## config.mk

```make
export PLATFORM = sky130hd
export DESIGN_NAME = fifo1c_rd_stream_flat
export DESIGN_NICKNAME = d
export VERILOG_FILES = /design/src/rtl/fifo1c_rd_stream_pkg.sv /design/src/rtl/fifo1c_rd_stream_if.sv /design/src/rtl/fifo1c_rd_skid.sv /design/src/rtl/fifo1c_rd_stream.sv /design/src/flat_wrapper.sv
export SDC_FILE = /design/constraint.sdc
export NUM_CORES = 1
export LEC_CHECK = 0
export CAP_MARGIN = 20
export CELL_PAD_IN_SITES_DETAIL_PLACEMENT = 2
export CELL_PAD_IN_SITES_GLOBAL_PLACEMENT = 2
export CORE_ASPECT_RATIO = 0.7
export CORE_MARGIN = 2
export CORE_UTILIZATION = 41
export CTS_CLUSTER_SIZE = 25
export DETAILED_ROUTE_END_ITERATION = 12
export PLACE_DENSITY_LB_ADDON = 0.12
export SETUP_SLACK_MARGIN = 0.3
export SYNTH_ARGS = -nofsm -noshare
export SYNTH_HDL_FRONTEND = slang
export SYNTH_SLANG_ARGS = --single-unit
```

## constraint.sdc

```tcl
create_clock -name clk -period 9.5 [get_ports clk]
set_clock_uncertainty 0.05 [all_clocks]
set_input_delay 1.425 -clock clk [delete_from_list [all_inputs] [get_ports clk]]
set_output_delay 1.425 -clock clk [all_outputs]
set_load 0.005 [all_outputs]
```

## src/rtl/fifo1c_rd_stream_pkg.sv

```systemverilog
// Shared types and constants for the link-engine FIFO read-side drain stage.
// Optional statistics counters are enabled with LE_RDSTREAM_STATS_EN.
package fifo1c_rd_stream_pkg;

  localparam int LE_FIFO_DW = 108;
  localparam int RD_LAT_MAX = 3;
  localparam int STATS_W    = 32;

  localparam logic [STATS_W-1:0] STATS_MAX = '1;

  typedef logic [LE_FIFO_DW-1:0] le_word_t;

  function automatic bit is_pow2(input int v);
    return (v > 0) && ((v & (v - 1)) == 0);
  endfunction

endpackage

```

## src/rtl/fifo1c_rd_stream_if.sv

```systemverilog
// FIFO read port plus downstream valid/ready stream of the drain stage.
// master = drain stage view, slave = FIFO/framer side view.
interface fifo1c_rd_stream_if
  import fifo1c_rd_stream_pkg::*;
#(
  parameter int DATA_WIDTH = LE_FIFO_DW,
  parameter int BUF_DEPTH  = 4
);

  logic                         fifo_empty;
  logic [DATA_WIDTH-1:0]        fifo_q;
  logic                         fifo_rdreq;
  logic                         out_valid;
  logic [DATA_WIDTH-1:0]        out_data;
  logic                         out_ready;
  logic                         flush;
  logic [$clog2(BUF_DEPTH):0]   buf_level;

  modport master (
    input  fifo_empty,
    input  fifo_q,
    output fifo_rdreq,
    output out_valid,
    output out_data,
    input  out_ready,
    input  flush,
    output buf_level
  );

  modport slave (
    output fifo_empty,
    output fifo_q,
    input  fifo_rdreq,
    input  out_valid,
    input  out_data,
    output out_ready,
    output flush,
    input  buf_level
  );

endinterface

```

## src/rtl/fifo1c_rd_skid.sv

```systemverilog
// Small register FIFO holding words returned by the link FIFO until the framer accepts them.
// The head entry drives the stream directly; flush empties it in one cycle.
module fifo1c_rd_skid
  import fifo1c_rd_stream_pkg::*;
#(
  parameter  int DATA_WIDTH = LE_FIFO_DW,
  parameter  int DEPTH      = 4,
  localparam int PTR_W      = $clog2(DEPTH),
  localparam int LVL_W      = PTR_W + 1
) (
  input  logic                  clk,
  input  logic                  rst,
  input  logic                  flush,
  input  logic                  push,
  input  logic [DATA_WIDTH-1:0] push_data,
  input  logic                  pop,
  output logic                  head_valid,
  output logic [DATA_WIDTH-1:0] head_data,
  output logic [LVL_W-1:0]      level
);

  logic [DATA_WIDTH-1:0] mem_reg [DEPTH];
  logic [PTR_W-1:0]      wr_ptr_reg;
  logic [PTR_W-1:0]      rd_ptr_reg;
  logic [LVL_W-1:0]      level_reg;
  logic [LVL_W-1:0]      level_next;
  logic                  do_push;
  logic                  do_pop;

  assign do_pop  = pop && (level_reg != '0);
  // A push into a full buffer is only accepted when the head leaves in the same cycle.
  assign do_push = push && ((level_reg != LVL_W'(DEPTH)) || do_pop);

  always_comb begin
    level_next = level_reg;
    case ({do_push, do_pop})
      2'b10:   level_next = level_reg + LVL_W'(1);
      2'b01:   level_next = level_reg - LVL_W'(1);
      default: level_next = level_reg;
    endcase
  end

  always_ff @(posedge clk) begin
    if (rst) begin
      for (int i = 0; i < DEPTH; i++) begin
        mem_reg[i] <= '0;
      end
      wr_ptr_reg <= '0;
      rd_ptr_reg <= '0;
      level_reg  <= '0;
    end else if (flush) begin
      wr_ptr_reg <= '0;
      rd_ptr_reg <= '0;
      level_reg  <= '0;
    end else begin
      if (do_push) begin
        mem_reg[wr_ptr_reg] <= push_data;
        wr_ptr_reg          <= wr_ptr_reg + PTR_W'(1);
      end
      if (do_pop) begin
        rd_ptr_reg <= rd_ptr_reg + PTR_W'(1);
      end
      level_reg <= level_next;
    end
  end

  assign head_valid = (level_reg != '0);
  assign head_data  = mem_reg[rd_ptr_reg];
  assign level      = level_reg;

endmodule

```

## src/rtl/fifo1c_rd_stream.sv

```systemverilog
// Drain stage: credit-gated pops from a fixed-latency FIFO into a valid/ready stream.
// Define LE_RDSTREAM_STATS_EN to add the accepted-beat and stall counters.
module fifo1c_rd_stream
  import fifo1c_rd_stream_pkg::*;
#(
  parameter int DATA_WIDTH = LE_FIFO_DW,
  parameter int RD_LAT     = 1,
  parameter int BUF_DEPTH  = 4
) (
  input  logic               clk,
  input  logic               rst,
`ifdef LE_RDSTREAM_STATS_EN
  input  logic               stats_clr,
  output logic [STATS_W-1:0] word_cnt,
  output logic [STATS_W-1:0] stall_cnt,
`endif
  fifo1c_rd_stream_if.master bus
);

  localparam int LVL_W = $clog2(BUF_DEPTH) + 1;

  generate
    if (RD_LAT < 1 || RD_LAT > RD_LAT_MAX) begin : g_bad_lat
      $error("fifo1c_rd_stream: RD_LAT must be 1..3");
    end
    if (!is_pow2(BUF_DEPTH) || BUF_DEPTH < RD_LAT + 2) begin : g_bad_depth
      $error("fifo1c_rd_stream: BUF_DEPTH must be a power of two and >= RD_LAT+2");
    end
  endgenerate

  logic [RD_LAT-1:0]     issue_sr_reg;
  logic [RD_LAT-1:0]     issue_sr_next;
  logic [LVL_W-1:0]      discard_reg;
  logic [LVL_W-1:0]      discard_next;
  logic [LVL_W-1:0]      inflight;
  logic [LVL_W-1:0]      level;
  logic [LVL_W:0]        credit_used;
  logic                  issue;
  logic                  capture;
  logic                  keep;
  logic                  head_valid;
  logic [DATA_WIDTH-1:0] head_data;
  logic                  accept;

  // Credits count both buffered words and words still travelling through the FIFO read pipe.
  assign inflight    = LVL_W'($countones(issue_sr_reg));
  assign credit_used = {1'b0, level} + {1'b0, inflight};
  assign issue       = !rst && !bus.flush && !bus.fifo_empty &&
                       (credit_used < (LVL_W + 1)'(BUF_DEPTH));
  assign capture     = issue_sr_reg[RD_LAT-1];
  assign keep        = capture && (discard_reg == '0);

  genvar gi;
  generate
    for (gi = 0; gi < RD_LAT; gi++) begin : g_sr
      if (gi == 0) begin : g_head
        assign issue_sr_next[gi] = issue;
      end else begin : g_tail
        assign issue_sr_next[gi] = issue_sr_reg[gi-1];
      end
    end
  endgenerate

  // Words already returning in the flush cycle are dropped with the buffer, so they are not re-counted.
  always_comb begin
    discard_next = discard_reg;
    if (bus.flush) begin
      discard_next = inflight - LVL_W'(capture);
    end else if (capture && (discard_reg != '0)) begin
      discard_next = discard_reg - LVL_W'(1);
    end
  end

  always_ff @(posedge clk) begin
    if (rst) begin
      issue_sr_reg <= '0;
      discard_reg  <= '0;
    end else begin
      issue_sr_reg <= issue_sr_next;
      discard_reg  <= discard_next;
    end
  end

  fifo1c_rd_skid #(
    .DATA_WIDTH (DATA_WIDTH),
    .DEPTH      (BUF_DEPTH)
  ) u_skid (
    .clk        (clk),
    .rst        (rst),
    .flush      (bus.flush),
    .push       (keep),
    .push_data  (bus.fifo_q),
    .pop        (accept),
    .head_valid (head_valid),
    .head_data  (head_data),
    .level      (level)
  );

  assign accept         = head_valid && bus.out_ready;
  assign bus.fifo_rdreq = issue;
  assign bus.out_valid  = head_valid;
  assign bus.out_data   = head_data;
  assign bus.buf_level  = level;

`ifdef LE_RDSTREAM_STATS_EN
  logic [STATS_W-1:0] word_cnt_reg;
  logic [STATS_W-1:0] stall_cnt_reg;

  always_ff @(posedge clk) begin
    if (rst || stats_clr) begin
      word_cnt_reg  <= '0;
      stall_cnt_reg <= '0;
    end else begin
      if (accept && (word_cnt_reg != STATS_MAX)) begin
        word_cnt_reg <= word_cnt_reg + STATS_W'(1);
      end
      if (head_valid && !bus.out_ready && (stall_cnt_reg != STATS_MAX)) begin
        stall_cnt_reg <= stall_cnt_reg + STATS_W'(1);
      end
    end
  end

  assign word_cnt  = word_cnt_reg;
  assign stall_cnt = stall_cnt_reg;
`endif

endmodule
```

## src/flat_wrapper.sv

```systemverilog
// flat-port wrapper written by rule: the top's interface ports become plain ports
module fifo1c_rd_stream_flat import fifo1c_rd_stream_pkg::*;
#(
  parameter int DATA_WIDTH = LE_FIFO_DW,
  parameter int RD_LAT     = 1,
  parameter int BUF_DEPTH  = 4
)
  (clk, rst, bus_fifo_empty, bus_fifo_q, bus_fifo_rdreq, bus_out_valid, bus_out_data, bus_out_ready, bus_flush, bus_buf_level);
  fifo1c_rd_stream_if #(.DATA_WIDTH(DATA_WIDTH), .BUF_DEPTH(BUF_DEPTH)) bus_i ();
  input  logic clk;
  input  logic rst;
  input wire logic [$bits(bus_i.fifo_empty)-1:0] bus_fifo_empty;
  input wire logic [$bits(bus_i.fifo_q)-1:0] bus_fifo_q;
  output wire logic [$bits(bus_i.fifo_rdreq)-1:0] bus_fifo_rdreq;
  output wire logic [$bits(bus_i.out_valid)-1:0] bus_out_valid;
  output wire logic [$bits(bus_i.out_data)-1:0] bus_out_data;
  input wire logic [$bits(bus_i.out_ready)-1:0] bus_out_ready;
  input wire logic [$bits(bus_i.flush)-1:0] bus_flush;
  output wire logic [$bits(bus_i.buf_level)-1:0] bus_buf_level;
  assign bus_i.fifo_empty = bus_fifo_empty;
  assign bus_i.fifo_q = bus_fifo_q;
  assign bus_fifo_rdreq = bus_i.fifo_rdreq;
  assign bus_out_valid = bus_i.out_valid;
  assign bus_out_data = bus_i.out_data;
  assign bus_i.out_ready = bus_out_ready;
  assign bus_i.flush = bus_flush;
  assign bus_buf_level = bus_i.buf_level;
  fifo1c_rd_stream #(.DATA_WIDTH(DATA_WIDTH), .RD_LAT(RD_LAT), .BUF_DEPTH(BUF_DEPTH)) u_core (.clk(clk), .rst(rst), .bus(bus_i));
endmodule
```

Word level (Yosys, flattened, before mapping). Memories as Yosys holds them, arrays and structs flattened. A register that Yosys moved wholly into a read port is not among the register bits. Index checks and enable logic that the tools add are counted.

Register bits after elaboration: 11. Bits in writable memories: 432. Bits of input ports: 113. Output and inout bits: 113. Memories: 1.

Memories: u_core.u_skid.mem_reg (words 4, bits a word 108, rd ports 1, clocked after memory_dff 1, write ports 4, line fifo1c_rd_skid.sv:22) `logic [DATA_WIDTH-1:0] mem_reg [DEPTH];`.

Add/sub/neg operators: 7. Order comparisons: 1. Equal/unequal tests: 3. Muxes and demuxes: 14. Reduce and logical (&&, ||, !) cells: 19.

Operator list (count): $mux W108 (1); $reduce_or A108 Y1 (1); $logic_and A1 B1 Y1 (8); $mux W1 (7); $mux W2 (3); $mux W3 (2); $pmux W3 S2 (1); $reduce_bool A3 Y1 (2); $sub A3 B1 Y3 const B (2); $add A2 B1 Y2 const B (2); $add A3 B1 Y4 (1); $lt A4 B3 Y1 const B (1); $reduce_bool A2 Y1 (2); $add A3 B1 Y3 const B (1); $logic_not A1 Y1 (3); $logic_not A3 Y1 (1); $ne A3 B3 Y1 const B (1); $eq A2 B1 Y1 const B (1); $eq A2 B2 Y1 const B (1); $reduce_or A2 Y1 (1); $sub A1 B1 Y2 (1); $logic_or A1 B1 Y1 (1).

Longest topological paths before layout.
Depth after elaboration: 11. Gate-level depth with buffers: 10. Mapped depth without buffers: 9.

By module. From an unflattened synthesis, not the netlist that was laid out.

Cells, all modules: 1125. Area total of the unflattened synthesis: 19233.4 um2.

By module, submodules not included: fifo1c_rd_skid (instances 1, cells an instance 1099, area an instance 19015.7 um2, sequential area each 13152.6 um2); fifo1c_rd_stream (instances 1, cells an instance 26, area an instance 217.7 um2, sequential area each 80.1 um2).

Worst setup path before layout. Ideal clock, no wire load.

Path type: input to register. From: input bus_out_ready. To: memory u_core.u_skid.mem_reg[0][0] (netlist name), enable pin. Library setup time: 0.598 ns. Arrival: 7.183 ns. Data required time: 8.852 ns. Path slack: 1.669 ns. Stages: 5. Path buffers: 1. Cell sequence: nor4b_4 -> or2_1 -> or3_1 -> buf_2 -> o21bai_1.

RTL lines: start: declaration (line flat_wrapper.sv:17) `input wire logic [$bits(bus_i.out_ready)-1:0] bus_out_ready;`; end: declaration (line fifo1c_rd_skid.sv:22).

Final worst setup path.
From: input bus_flush. To: output bus_fifo_rdreq.

Word-level cells in the longest chain between the ends: 4.

RTL lines: start: declaration (line flat_wrapper.sv:18) `input wire logic [$bits(bus_i.flush)-1:0] bus_flush;`; $logic_not A1 Y1 (line fifo1c_rd_stream.sv:48) `assign issue = !rst && !bus.flush && !bus.fifo_empty &&`; $logic_and A1 B1 Y1 (3 in a row) (line fifo1c_rd_stream.sv:48); end: declaration (line flat_wrapper.sv:14) `output wire logic [$bits(bus_i.fifo_rdreq)-1:0] bus_fifo_rdreq;`.

Every way passes these cells.

==> results.md <==
* Worst path max stage delay at 590 ps
* Initial Util at 41.36%
* Worst Hold Launch: u_core.discard_reg[2]$_SDFFE_PP0P_
* First-pass GRT wire length at 79.12 mm
* Post-CTS resize count at 0
* Wire per inst at 25.69 um
* Synth Net Count at around 1,300
* CTS Buf Count at 46
* Cell Rows at 66
* Tot GR Track Use at 22.25%
* Peak Freq at 0.2049 GHz
* Initial antenna violation count at 4
* Logic pwr share at 6.3%
* CP Data Arrival Time at 3410 ps
* Pwr/cell area at 181.0 mW/mm^2
* Synth-to-Final Area Change at 21.75%
* Cell area after synthesis at 0.01913 mm^2
* Clock sink count at 445
* Final #Nets at 1,501
* Worst EP required at 8030 ps
* Syn_area_per_cell at 16.28 um^2
* Fin cells at 2,033
* Vias after detailed routing at roughly 11,000
* Drt total wl at around 52 mm
* Clock Latency Late Sink at 560 ps
* Core ar. at 0.04624 mm^2
* Slew at the pin closest to its max-slew limit at 1038 ps
* Post-CTS setup buffers at 0
* Worst path most repeated cell: clkdlybuf4s50_1
* Sw Pwr at 896.1 uW
* Number of global-route vias before repair at 12,290
* Final min period at 4881 ps
* Chip Height at approximately 180 um
* Clock power share at 40.4%
* Htree depth at 2
* Worst hold-check path type: reg2reg
* Internal at 3.319 mW
* Cts hold-fix bufs at 0
* Register area share after synthesis at between 60 and 70%
* Full die area at 0.04842 mm^2
* Critical Path Start Type: input pin
* Synthesis-stage register bit count at 445
* Max_slew headroom at between 30% and 40%
* Setup Crit Path Kind: in2out
* Crit share post-route at 51.37%
* Gate Count Post-Synth at 1,175
* Yosys cell types at 35
* # DRC at 0
* 1st-pass router iterations at 4
* Share of layout cells above drive strength 1 at 13.89%
* CTS tree: done
* Routed vias/inst at roughly 5.2
* Antenna-violating nets left at 0
* Buffers on Ports at 225
* 1st-iter DRT viols at 552
* Sum of negative setup slack at 0 ps
* # IOs at 226
* HPWL Detailed at slightly above 30 mm
* Switching share of power at a little over a fifth
* VDD IR max at 0.1495 mV
* Filler instances at approximately 4,200
* Grt total ovfl at 0
* Leak at 7.986 nW
* # placed instances at between 1,500 and 2,000
* RSZ-0062 raised after global routing: no
* Max Slew Vio Count at 0
* Worst reg2reg path startpoint: u_core.discard_reg[0]$_SDFFE_PP0P_
* Largest net degree at the start of global routing at 91
* Final hold vios at 0
* Hold_ws at around 460 ps
* Critical Path Fanout Max at 12
* Worst path cell trace: clkdlybuf4s50_1 > or2_0 > buf_6 > nor4_1 > clkdlybuf4s50_1
* Slowest stage cell, crit path: clkdlybuf4s50_1
* Utilization after layout at 50.35%
* Yosys warns at 0
* DIE WIDTH at approximately 260 um
* Max reg flops at 432
* Crit end category: output port
* Status: finished, final reports clean
* Reg power frac at 53.3%
* Root Buffer: clkbuf_16
* Longest Clk Path Bufs at 3
* Max_cap viols at 0
* Final setup fails at 0
* GPL Wtd Cong at 0.6989
* Reg clk slew, reported paths at around 60 ps
* CP Launch Point: bus_flush
## synth_stat cells
cell type,number,area [um^2]
a211oi_1,3,22.52
a21bo_2,1,10.01
a21oi_1,1,5.000
a311oi_1,1,8.760
a31o_2,2,17.52
and2_1,297,1858
and3_1,5,31.28
buf_1,4,15.01
buf_2,21,105.1
buf_6,21,236.5
clkbuf_1,27,101.4
clkbuf_2,7,35.03
dfxtp_1,13,260.3
edfxtp_1,432,12970
fa_1,1,20.02
ha_1,2,25.02
inv_1,7,26.28
mux4_2,108,2432
nand2_1,48,180.2
nand3b_1,1,7.510
nor2_1,148,555.5
nor2b_1,1,6.260
nor3_1,3,15.01
nor3_2,1,10.01
nor4_1,3,18.77
nor4b_4,1,23.77
o2111a_1,1,11.26
o21a_1,1,7.510
o21bai_1,2,15.01
o31a_1,1,8.760
or2_0,1,6.260
or2_1,1,6.260
or3_1,3,18.77
xnor2_1,5,43.79
xor2_1,1,8.760
## metrics by stage
stage          setup slack (ps)  instance area [um^2]  power, mW
2_1_floorplan              1669                 19130      2.389
3_3_place_gp               4358                 21860      2.547
3_5_place_dp               4248                 21860      2.559
4_1_cts                    4326                 23240      4.270
5_1_grt                    4452                 23280      4.358
6_report                   4619                 23290      4.215
## placed cells by master, fill, tap and decap left out, types with 6 or more instances in the layout
| master | instances |
|---|---|
| buf_4 | 13 |
| dfxtp_1 | 11 |
| clkbuf_1 | 15 |
| clkinv_1 | 10 |
| clkinv_2 | 6 |
| nand2_1 | 48 |
| mux4_2 | 108 |
| clkbuf_16 | 49 |
| edfxtp_1 | 432 |
| nor2_1 | 147 |
| clkdlybuf4s50_1 | 225 |
| inv_1 | 7 |
| and2_1 | 297 |
## power by group through the flow
stage / combinational [mW] / sequential, mW / clock, mW
floorplan: 0.104 / 2.28 / 0
CTS: 0.270 / 2.25 / 1.75
finish: 0.264 / 2.25 / 1.70
detailed placement: 0.267 / 2.29 / 0
global route: 0.285 / 2.26 / 1.82
global placement: 0.263 / 2.28 / 0
## final timing paths
| path | slack (ps) | depth (start not counted) | end |
|---|---|---|---|
| hold reg to reg | 460 | 2 | u_core.discard_reg[2]$_SDFFE_PP0P_ |
| setup reg to reg | 5340 | 8 | u_core.u_skid.mem_reg[1][72]$_SDFFCE_PN0P_ |
| hold / removal | 460 | 2 | u_core.discard_reg[2]$_SDFFE_PP0P_ |
| setup / recovery | 4620 | 5 | bus_fifo_rdreq |
## critical path: cells and delay by family
family	cells	cell delay, ps
buf+inv	3	1360
simple gates	2	610
## layer usage
metal	global-route usage, %	up-vias	wire length [um]
met1	28.98	5547	21980
met3	3.507	72	1956
met2	38.98	191	27090
met4	5.627	2	1199
met5	0	-	12
li1	-	4734	-
## cells by family after synthesis
logic type	Yosys count	synth area share [%]
adders and majority gates	3	0.2355
xor gates and xnor gates	6	0.2748
muxes	108	12.72
AOI/OAI and AO/OA	13	0.5561
buffers and inverters	87	2.715
DFF	445	69.19
and+or+nand+nor	513	14.31
## cell type report
type / instances / area (um^2) / share of cell area, %
Antenna cell: 3 / 7.507 / 0.03224
Clock buffer: 64 / 1282 / 5.507
Clock inverter: 17 / 97.59 / 0.4191
Inverter: 7 / 26.28 / 0.1128
Multi-Input combinational cell: 643 / 5438 / 23.35
Sequential cell: 445 / 13240 / 56.86
Tap cell: 612 / 765.7 / 3.288
Timing Repair Buffer: 242 / 2429 / 10.43
No activity file was read; power rests on OpenSTA's default activity.
